<file path="config.mk">
export PLATFORM = sky130hd
export DESIGN_NAME = event_capture_fifo_flat
export DESIGN_NICKNAME = d
export VERILOG_FILES = /design/src/rtl/event_capture_fifo_pkg.sv /design/src/rtl/event_capture_fifo_if.sv /design/src/rtl/event_capture_fifo_mem.sv /design/src/rtl/event_capture_fifo.sv /design/src/flat_wrapper.sv
export SDC_FILE = /design/constraint.sdc
export NUM_CORES = 1
export LEC_CHECK = 0
export ABC_AREA = 1
export CAP_MARGIN = 20
export CORE_MARGIN = 2
export CORE_UTILIZATION = 50
export DETAILED_ROUTE_END_ITERATION = 12
export GPL_ROUTABILITY_DRIVEN = 0
export HOLD_SLACK_MARGIN = 0.02
export PLACE_DENSITY = 0.75
export SLEW_MARGIN = 0
export SYNTH_ARGS = -nofsm -noshare
export SYNTH_HDL_FRONTEND = slang
export SYNTH_SLANG_ARGS = --single-unit
</file>
<file path="constraint.sdc">
create_clock -name clk -period 5.02 [get_ports clk]
set_input_delay 0.753 -clock clk [delete_from_list [all_inputs] [get_ports clk]]
set_output_delay 0.753 -clock clk [all_outputs]
set_load 0.02 [all_outputs]
</file>
<file path="src/rtl/event_capture_fifo_pkg.sv">
// Shared types and constants for the event capture FIFO.
// Widths of the stored entry and the legal FIFO depth range live here so the
// top, the storage sub-module and the interface agree on them.
package event_capture_pkg;

    localparam int unsigned ENTRY_W = 16;
    localparam int unsigned TS_W    = 8;
    localparam int unsigned CNT_W   = 8;

    // Legal range of DEPTH_LOG2 (FIFO depth 4..256 entries).
    localparam int unsigned DEPTH_LOG2_MIN = 2;
    localparam int unsigned DEPTH_LOG2_MAX = 8;

    // Width of the timestamp tick divider; covers TS_DIV up to 2**16.
    localparam int unsigned DIV_W = 16;

    // One captured sample; timestamp sits in the upper byte of the read word.
    typedef struct packed {
        logic [TS_W-1:0]  ts;
        logic [CNT_W-1:0] cnt;
    } entry_t;

    // Build an entry from a timestamp and a counter sample.
    function automatic entry_t pack_entry(input logic [TS_W-1:0] ts, input logic [CNT_W-1:0] cnt);
        entry_t e;
        e.ts  = ts;
        e.cnt = cnt;
        return e;
    endfunction

endpackage

</file>
<file path="src/rtl/event_capture_fifo_if.sv">
// Host/capture-side signal bundle for event_capture_fifo.
// master: the counter logic and host that drive capture and read requests.
// slave:  the FIFO itself.
interface event_capture_fifo_if
    import event_capture_pkg::*;
#(
    parameter int unsigned DEPTH_LOG2 = 4
) ();

    logic                 clear;
    logic [CNT_W-1:0]     count_in;
    logic                 event_in;
    logic                 rd_en;
    logic [ENTRY_W-1:0]   rd_data;
    logic [DEPTH_LOG2:0]  level;
    logic                 empty;
    logic                 full;
    logic                 overflow;
    logic                 underflow;
    logic                 capture_pulse;

    modport master (
        output clear,
        output count_in,
        output event_in,
        output rd_en,
        input  rd_data,
        input  level,
        input  empty,
        input  full,
        input  overflow,
        input  underflow,
        input  capture_pulse
    );

    modport slave (
        input  clear,
        input  count_in,
        input  event_in,
        input  rd_en,
        output rd_data,
        output level,
        output empty,
        output full,
        output overflow,
        output underflow,
        output capture_pulse
    );

endinterface

</file>
<file path="src/rtl/event_capture_fifo_mem.sv">
// Storage for the event capture FIFO: a register array with one synchronous
// write port and one read port whose output register only updates on a read,
// so the last popped word is held between pops. No flow control lives here.
module capture_fifo_mem
    import event_capture_pkg::*;
#(
    parameter int unsigned ADDR_W = 4
) (
    input  logic              clk,
    input  logic              reset,
    input  logic              wr_en_i,
    input  logic [ADDR_W-1:0] wr_addr_i,
    input  entry_t            wr_data_i,
    input  logic              rd_en_i,
    input  logic [ADDR_W-1:0] rd_addr_i,
    output entry_t            rd_data_o
);

    localparam int unsigned Depth = 1 << ADDR_W;

    entry_t mem_q [Depth];
    entry_t mem_d [Depth];
    entry_t rd_data_q;
    entry_t rd_data_d;

    // Next array contents: only the addressed word changes on a write.
    always_comb begin
        mem_d = mem_q;
        if (wr_en_i) begin
            mem_d[wr_addr_i] = wr_data_i;
        end
    end

    // Array storage carries no reset; its contents are only visible through a pop.
    always_ff @(posedge clk) begin
        mem_q <= mem_d;
    end

    // Read register loads the pre-write word, so a same-address write/read
    // returns the old (oldest) entry.
    always_comb begin
        rd_data_d = rd_data_q;
        if (rd_en_i) begin
            rd_data_d = mem_q[rd_addr_i];
        end
    end

    // Read output register.
    always_ff @(posedge clk or posedge reset) begin
        if (reset) begin
            rd_data_q <= '0;
        end else begin
            rd_data_q <= rd_data_d;
        end
    end

    assign rd_data_o = rd_data_q;

endmodule

</file>
<file path="src/rtl/event_capture_fifo.sv">
// Event capture FIFO: samples count_in on each rising edge of event_in, tags
// the sample with an 8-bit timestamp and queues it for 16-bit host readout.
// Status (level/empty/full and sticky overflow/underflow) is exported for
// wire-outs; capture_pulse is a one-cycle trigger per accepted capture.
// Build option EVENT_CAPTURE_OVERWRITE_EN: a capture into a full FIFO with no
// read replaces the oldest entry instead of being dropped.
module event_capture_fifo
    import event_capture_pkg::*;
#(
    parameter int unsigned DEPTH_LOG2 = 4,
    parameter int unsigned TS_DIV     = 16
) (
    input  logic                 clk,
    input  logic                 reset,
    event_capture_fifo_if.slave  bus
);

    localparam int unsigned    LvlW      = DEPTH_LOG2 + 1;
    localparam logic [LvlW-1:0] LevelMax = LvlW'(1 << DEPTH_LOG2);
    localparam logic [LvlW-1:0] LevelOne = LvlW'(1);
    localparam logic [DEPTH_LOG2-1:0] PtrOne = DEPTH_LOG2'(1);
    localparam logic [DIV_W-1:0] DivReload = DIV_W'(TS_DIV - 1);
    localparam logic [DIV_W-1:0] DivOne    = DIV_W'(1);
    localparam logic [TS_W-1:0]  TsOne     = TS_W'(1);

    logic [TS_W-1:0]       ts_q, ts_d;
    logic [DIV_W-1:0]      div_q, div_d;
    logic                  ev_q, ev_d;
    logic [DEPTH_LOG2-1:0] wr_ptr_q, wr_ptr_d;
    logic [DEPTH_LOG2-1:0] rd_ptr_q, rd_ptr_d;
    logic [LvlW-1:0]       level_q, level_d;
    logic                  overflow_q, overflow_d;
    logic                  underflow_q, underflow_d;
    logic                  capture_pulse_q, capture_pulse_d;

    logic   rise;
    logic   is_empty;
    logic   is_full;
    logic   mem_we;
    logic   mem_re;
    logic   drop_oldest;
    entry_t wr_entry;
    entry_t rd_entry;

    assign rise     = bus.event_in & ~ev_q;
    assign is_empty = (level_q == '0);
    assign is_full  = (level_q == LevelMax);
    assign wr_entry = pack_entry(ts_q, bus.count_in);

    // Timestamp tick: divider counts down from TS_DIV-1; the timestamp steps
    // on the cycle the divider lands on zero (every cycle when TS_DIV is 1).
    always_comb begin
        ts_d  = ts_q;
        div_d = (div_q == '0) ? DivReload : (div_q - DivOne);
        if (div_d == '0) begin
            ts_d = ts_q + TsOne;
        end
        if (bus.clear) begin
            ts_d  = '0;
            div_d = DivReload;
        end
    end

    // FIFO control: flush wins, then pop/underflow, then push/overflow.
    always_comb begin
        ev_d            = bus.event_in;
        wr_ptr_d        = wr_ptr_q;
        rd_ptr_d        = rd_ptr_q;
        level_d         = level_q;
        overflow_d      = overflow_q;
        underflow_d     = underflow_q;
        capture_pulse_d = 1'b0;
        mem_we          = 1'b0;
        mem_re          = 1'b0;
        drop_oldest     = 1'b0;

        if (bus.clear) begin
            wr_ptr_d    = '0;
            rd_ptr_d    = '0;
            level_d     = '0;
            overflow_d  = 1'b0;
            underflow_d = 1'b0;
        end else begin
            // No bypass: a pop needs an entry that is already stored.
            if (bus.rd_en) begin
                if (is_empty) begin
                    underflow_d = 1'b1;
                end else begin
                    mem_re = 1'b1;
                end
            end

            if (rise) begin
                if (!is_full || mem_re) begin
                    mem_we = 1'b1;
                end else begin
                    overflow_d = 1'b1;
`ifdef EVENT_CAPTURE_OVERWRITE_EN
                    // wr_ptr == rd_ptr when full, so this lands on the oldest entry.
                    mem_we      = 1'b1;
                    drop_oldest = 1'b1;
`endif
                end
            end

            if (mem_we) begin
                wr_ptr_d = wr_ptr_q + PtrOne;
            end
            if (mem_re || drop_oldest) begin
                rd_ptr_d = rd_ptr_q + PtrOne;
            end

            if (mem_we && !mem_re && !drop_oldest) begin
                level_d = level_q + LevelOne;
            end else if (mem_re && !mem_we) begin
                level_d = level_q - LevelOne;
            end

            capture_pulse_d = mem_we;
        end
    end

    // Control and status state.
    always_ff @(posedge clk or posedge reset) begin
        if (reset) begin
            ts_q            <= '0;
            div_q           <= '0;
            ev_q            <= 1'b0;
            wr_ptr_q        <= '0;
            rd_ptr_q        <= '0;
            level_q         <= '0;
            overflow_q      <= 1'b0;
            underflow_q     <= 1'b0;
            capture_pulse_q <= 1'b0;
        end else begin
            ts_q            <= ts_d;
            div_q           <= div_d;
            ev_q            <= ev_d;
            wr_ptr_q        <= wr_ptr_d;
            rd_ptr_q        <= rd_ptr_d;
            level_q         <= level_d;
            overflow_q      <= overflow_d;
            underflow_q     <= underflow_d;
            capture_pulse_q <= capture_pulse_d;
        end
    end

    capture_fifo_mem #(
        .ADDR_W (DEPTH_LOG2)
    ) u_mem (
        .clk       (clk),
        .reset     (reset),
        .wr_en_i   (mem_we),
        .wr_addr_i (wr_ptr_q),
        .wr_data_i (wr_entry),
        .rd_en_i   (mem_re),
        .rd_addr_i (rd_ptr_q),
        .rd_data_o (rd_entry)
    );

    assign bus.rd_data       = rd_entry;
    assign bus.level         = level_q;
    assign bus.empty         = is_empty;
    assign bus.full          = is_full;
    assign bus.overflow      = overflow_q;
    assign bus.underflow     = underflow_q;
    assign bus.capture_pulse = capture_pulse_q;

endmodule

</file>
<file path="src/flat_wrapper.sv">
// flat-port wrapper written by rule: the top's interface ports become plain ports
module event_capture_fifo_flat import event_capture_pkg::*;
#(
    parameter int unsigned DEPTH_LOG2 = 4,
    parameter int unsigned TS_DIV     = 16
)
  (clk, reset, bus_clear, bus_count_in, bus_event_in, bus_rd_en, bus_rd_data, bus_level, bus_empty, bus_full, bus_overflow, bus_underflow, bus_capture_pulse);
  event_capture_fifo_if #(.DEPTH_LOG2(DEPTH_LOG2)) bus_i ();
  input  logic clk;
  input  logic reset;
  input wire logic [$bits(bus_i.clear)-1:0] bus_clear;
  input wire logic [$bits(bus_i.count_in)-1:0] bus_count_in;
  input wire logic [$bits(bus_i.event_in)-1:0] bus_event_in;
  input wire logic [$bits(bus_i.rd_en)-1:0] bus_rd_en;
  output wire logic [$bits(bus_i.rd_data)-1:0] bus_rd_data;
  output wire logic [$bits(bus_i.level)-1:0] bus_level;
  output wire logic [$bits(bus_i.empty)-1:0] bus_empty;
  output wire logic [$bits(bus_i.full)-1:0] bus_full;
  output wire logic [$bits(bus_i.overflow)-1:0] bus_overflow;
  output wire logic [$bits(bus_i.underflow)-1:0] bus_underflow;
  output wire logic [$bits(bus_i.capture_pulse)-1:0] bus_capture_pulse;
  assign bus_i.clear = bus_clear;
  assign bus_i.count_in = bus_count_in;
  assign bus_i.event_in = bus_event_in;
  assign bus_i.rd_en = bus_rd_en;
  assign bus_rd_data = bus_i.rd_data;
  assign bus_level = bus_i.level;
  assign bus_empty = bus_i.empty;
  assign bus_full = bus_i.full;
  assign bus_overflow = bus_i.overflow;
  assign bus_underflow = bus_i.underflow;
  assign bus_capture_pulse = bus_i.capture_pulse;
  event_capture_fifo #(.DEPTH_LOG2(DEPTH_LOG2), .TS_DIV(TS_DIV)) u_core (.clk(clk), .reset(reset), .bus(bus_i));
endmodule
</file>
# == Yosys cells after proc, flatten, opt, wreduce, memory -nomap -nowiden ==
# Index checks and enable logic that the tools add are counted.
# classes
n_eq_ne,2
n_bitwise,4
n_lt_le_gt_ge,3
n_mux,31
addsub,6
reduce_logical,19
# op_table
cell,n
256-bit bitwise mux,1
16-bit two-way mux,5
16-bit binary-select mux with 4-bit select,1
16-bit demux with 4-bit select,1
16-bit logical NOT,2
4-bit two-way mux,4
8-bit two-way mux,2
"16-bit by 1-bit subtractor with 16-bit output, second input constant",1
5-bit two-way mux,3
1-bit two-way mux,14
2-bit nonzero test,6
"5-bit >= comparator, second input constant",2
4-bit inverter with 5-bit output,2
"4-bit by 1-bit adder with 4-bit output, second input constant",2
"8-bit by 1-bit adder with 8-bit output, second input constant",1
"5-bit by 1-bit adder with 5-bit output, second input constant",1
"5-bit equality test, second input constant",1
5-bit logical NOT,1
"5-bit by 1-bit less-than comparator with 1-bit output, second input constant",1
"5-bit by 1-bit subtractor with 5-bit output, second input constant",1
2-bit AND reduction,2
1-bit logical AND,3
1-bit logical NOT,3
3-bit nonzero test,1
other kinds (4),4
# word_totals
wordCells,108
reg_bits,313
in_bits,13

# == Depth between registers and ports, before layout ==
# depth
word_depth,13
mapped_depth,14
depth_no_buf,14

# == Modules after synthesis ==
# A second synthesis with hierarchy kept.
# hier_totals
hier_cells,1254
hier_area_um2,13549.2
# by_module_without_submodules
mod,seq_area_each_um2,cells_each,n_inst,area_each_um2
capture_fifo_mem,8087.8,936,1,11038.1
event_capture_fifo,1026.0,318,1,2511.2

# == Least setup slack after synthesis ==
# OpenSTA, ideal clock, no wires.
# synth_path
kind,input to register
start,input port bus_event_in
end,register u_core.u_mem.mem_q[0] (netlist name) (enable)
arrival_ns,2.314
cell_stages,6
setup_time_ns,0.409
t_required_ns,4.611
path_slack_ns,2.297
cell_sequence,inv_1 -> nor2_1 -> nand2_1 -> inv_1 -> nand2_1 -> nor3_1
# synth_between
elab_chain_len,4
# synth_lines
element,line,text
from (decl),flat_wrapper.sv:13,input wire logic [$bits(bus_i.event_in)-1:0] bus_event_in;
1-bit AND,event_capture_fifo.sv:45,assign rise = bus.event_in & ~ev_q;
1-bit two-way mux,event_capture_fifo.sv:93,if (rise) begin
1-bit two-way mux (2 in series),event_capture_fifo.sv:77,if (bus.clear) begin
to (signal assigned),event_capture_fifo_mem.sv:36,mem_q <= mem_d;
to (decl),event_capture_fifo_mem.sv:21,entry_t mem_q [Depth];
# Every way passes these cells. The select of a mux whose other input is x is not followed.
# A chain may end at the register's enable or synchronous reset.

# == Worst setup path in the final report ==
# layout_path
start,input port bus_event_in
end,register u_core.u_mem.mem_q[31] (netlist name) (enable)
# layout_between
elab_chain_len,4
# layout_lines
element,line,text
1-bit AND,event_capture_fifo.sv:45,
1-bit two-way mux,event_capture_fifo.sv:93,
1-bit two-way mux,event_capture_fifo.sv:77,
1-bit two-way mux,n/a,
via u_core.capture_pulse_d,event_capture_fifo.sv:34,"logic capture_pulse_q, capture_pulse_d;"
# The timed path passes the listed nets, and every way through them passes these cells. The select of a mux whose other input is x is not followed.

==> flow_summary.json <==
{
  "min_period_ns": 2.96,
  "first_pass_iters": 5,
  "syn_nets": 1106,
  "hold_viol": 0,
  "postLayoutCellArea_mm2": 0.0147,
  "io_buffers": 38,
  "ios": 39,
  "cap_viol_max_count": 0,
  "clockPowerShare_pct": 33.1,
  "min_path_type": "flop to flop",
  "first_global_vias": 8162,
  "postRouteAntennaNets": 0,
  "pwr-share-comb_pct": 17.8,
  "critPathCaptureType": "flop",
  "cts.repair.resized": 0,
  "grt_pass1_wl_mm": 44.7,
  "num_rows": 59,
  "clk_latency_ns": 0.55,
  "vdd_drop_max_uv": 267,
  "fillers": 2059,
  "fin_skew_ns": 0.00654,
  "clock-root-buffer": "clkbuf_16",
  "synth_top_cell_area_share_pct": 58.9,
  "grt.total_usage_pct": 21.3,
  "vias_per_cell": 5.74,
  "setup_tns_ns": 0,
  "synth_area_leaders": "edfxtp_1 (59%), dfrtp_1 (11%), nor2_1 (5.5%), o21ai_0 (4.4%), nand2_1 (3.3%)",
  "cts_htree_levels": 1,
  "floorplan.initialDensity_pct": 50.5,
  "start_kind": "primary input",
  "grt_max_degree": 103,
  "dieWidth_um": 166,
  "hold_buffers": 0,
  "tightestPinTransition_ns": 1.13,
  "p_leak_nw": 5.45,
  "grt_antenna_before_repair": 0,
  "die-area_mm2": 0.0274,
  "relSlewSlack_pct": 24.5,
  "vias": 8422,
  "holdWs_ns": 0.465,
  "netlist_area_mm2": 0.0130,
  "syn_inst": 1079,
  "post-route-period-util_pct": 58.9,
  "clk_path_buf_depth": 3,
  "ys_warn_count": 0,
  "seqPwrFrac_pct": 49.1,
  "grt-ovfl-total": 0,
  "syn_to_final_growth_pct": 12.5,
  "critPathMaxFanout": 16,
  "synth_seq_area_share_pct": 69.9,
  "clkTransAtPathRegs_ns": 0.06,
  "dp_hpwl_mm": 16.5,
  "finalSetupViolCount": 0,
  "detail_route.wl_per_cell_um": 19.3,
  "fmax_mhz": 338,
  "drive_gt1_share_pct": 8.48,
  "swShare_pct": 28.2,
  "p_int_mw": 4.47,
  "power_switching_mw": 1.75,
  "cts.sinks": 313,
  "synth-seq-cells": 313,
  "arrival_ns": 3.12,
  "yosysTopAreaCell": "edfxtp_1",
  "required_ns": 5.18,
  "slew_violations": 0,
  "wirelength_mm": 28.3,
  "die_y_um": 166,
  "cts_tree": "done",
  "drc": 0,
  "ys_types": 35,
  "diodes": 0,
  "dpl-instance-area_mm2": 0.0138,
  "cts_buffers": 31,
  "cts_setup_buffers": 0,
  "fin_nets": 1134,
  "worst-setup-path-type": "primary input to flop",
  "power.density_mw_per_mm2": 424,
  "syn_area_per_cell_um2": 12.1,
  "core_area_mm2": 0.0258,
  "status": "complete, no violations",
  "drt_iter0_drc": 798,
  "rsz0062_at_grt": "false"
}
## cell usage after synthesis
cell type,count
dfrtp_1,57
xor2_1,8
a21oi_1,8
o21ai_1,7
buf_1,6
nand2_1,115
buf_4,1
nand3_2,2
nor2_1,192
inv_1,36
nand3_1,63
mux2i_1,27
o211ai_1,46
xnor2_1,4
clkinv_1,2
nor3_1,7
nor2_4,3
edfxtp_1,256
and3_1,1
clkbuf_1,36
o31ai_1,2
o22ai_1,9
o221ai_1,18
nand2_2,6
ha_1,13
o21ai_2,1
nand4_1,1
nor2_2,10
fa_1,1
o21a_1,8
buf_2,14
o21ai_0,115
a31oi_1,1
a22o_1,1
o21bai_1,2
## power groups by stage
stage	registers (mW)	clock network [mW]	logic, mW
floorplan	3.10	0	0.694
global placement	3.11	0	1.08
detailed placement	3.11	0	1.10
CTS	3.06	2.09	1.12
global route	3.08	2.19	1.22
finish	3.06	2.06	1.11
## per-layer routing
| layer | share of wire, % | track usage (%) |
|---|---|---|
| met5 | 0 | 0 |
| met4 | 2.6 | 6.50 |
| met3 | 7.5 | 3.35 |
| met2 | 47 | 33.7 |
| met1 | 43 | 30.6 |
## stage by stage
stage | power [mW] | cells | worst slack [ns] | utilization, %
6_report | 6.22 | 1467 | 2.06 | 56.8
5_1_grt | 6.49 | 1467 | 1.81 | 56.8
4_1_cts | 6.26 | 1465 | 2.05 | 56.7
3_5_place_dp | 4.21 | 1407 | 1.50 | 53.2
3_3_place_gp | 4.19 | 1407 | 1.60 | 53.2
2_1_floorplan | 3.79 | 1079 | 2.30 | -
## flip-flops by register name, summed over array words and instances (netlist names)
signal                    cells
u_core.div_q                 16
u_core.ev_q                   1
u_core.u_mem.mem_q          256
u_core.bus.underflow          1
u_core.rd_ptr_q               4
u_core.bus.overflow           1
u_core.u_mem.rd_data_o       16
u_core.wr_ptr_q               4
u_core.ts_q                   8
u_core.bus.capture_pulse      1
u_core.bus.level              5
## worst paths after layout
kind,start,to,slack (ns),cells after the start
max,bus_event_in,u_core.u_mem.mem_q[31]$_DFFE_PP_,2.06,7
min,u_core.div_q[0]$_DFF_PP0_,u_core.div_q[0]$_DFF_PP0_,0.47,1
max reg2reg,u_core.rd_ptr_q[0]$_DFFE_PP0P_,u_core.u_mem.rd_data_o[14]$_DFFE_PP0P_,2.18,7
min reg2reg,u_core.div_q[0]$_DFF_PP0_,u_core.div_q[0]$_DFF_PP0_,0.47,1
max in group asynchronous,reset,u_core.ts_q[0]$_DFFE_PP0P_,3.47,3
min in group asynchronous,reset,u_core.div_q[5]$_DFF_PP0_,0.69,2
## worst max-delay path, stage by stage
cell             delay, ns
clkdlybuf4s50_1       0.47
inv_1                 0.04
nor2_1                0.12
nand2_1               0.13
nor2_1                0.40
nand2_1               0.27
nor2_2                0.92
## kinds of logic after synthesis
logic type,count (synthesis),share of synthesized area [%]
simple gates,400,12.8
flops,313,69.9
compound gates,218,10.1
buf+inv,95,2.90
mux,27,2.07
fa+ha+maj,14,1.40
xor+xnor,12,0.806
## placed cells by master, fill, tap and decap left out, types with 3 or more instances in the layout
| master | count |
|---|---|
| buf_4 | 12 |
| nand3_1 | 63 |
| o211ai_1 | 46 |
| a21oi_1 | 8 |
| inv_1 | 34 |
| o221ai_1 | 18 |
| nor2_4 | 3 |
| nand2_1 | 115 |
| mux2i_1 | 27 |
| xor2_1 | 8 |
| clkinv_2 | 6 |
| clkbuf_16 | 31 |
| nor2_1 | 180 |
| nand2_2 | 6 |
| o21a_1 | 8 |
| o22ai_1 | 9 |
| o21ai_0 | 115 |
| nor3_2 | 4 |
| ha_1 | 13 |
| nor2_2 | 22 |
| nor3_1 | 3 |
| clkinv_1 | 8 |
| xnor2_1 | 4 |
| dfrtp_1 | 55 |
| clkdlybuf4s50_1 | 38 |
| o21ai_1 | 7 |
| edfxtp_1 | 256 |
| clkbuf_1 | 12 |
## area by class of cell
cell class	instances	area, um^2	share of cell area [%]
clock buffer	43	821	5.59
clock inverter	15	76.3	0.520
inverter	38	143	0.972
multi-input combinational	671	3600	24.5
sequential	313	9120	62.1
tap	335	419	2.86
timing repair buffer	52	497	3.38
No activity file was read; power rests on OpenSTA's default activity.
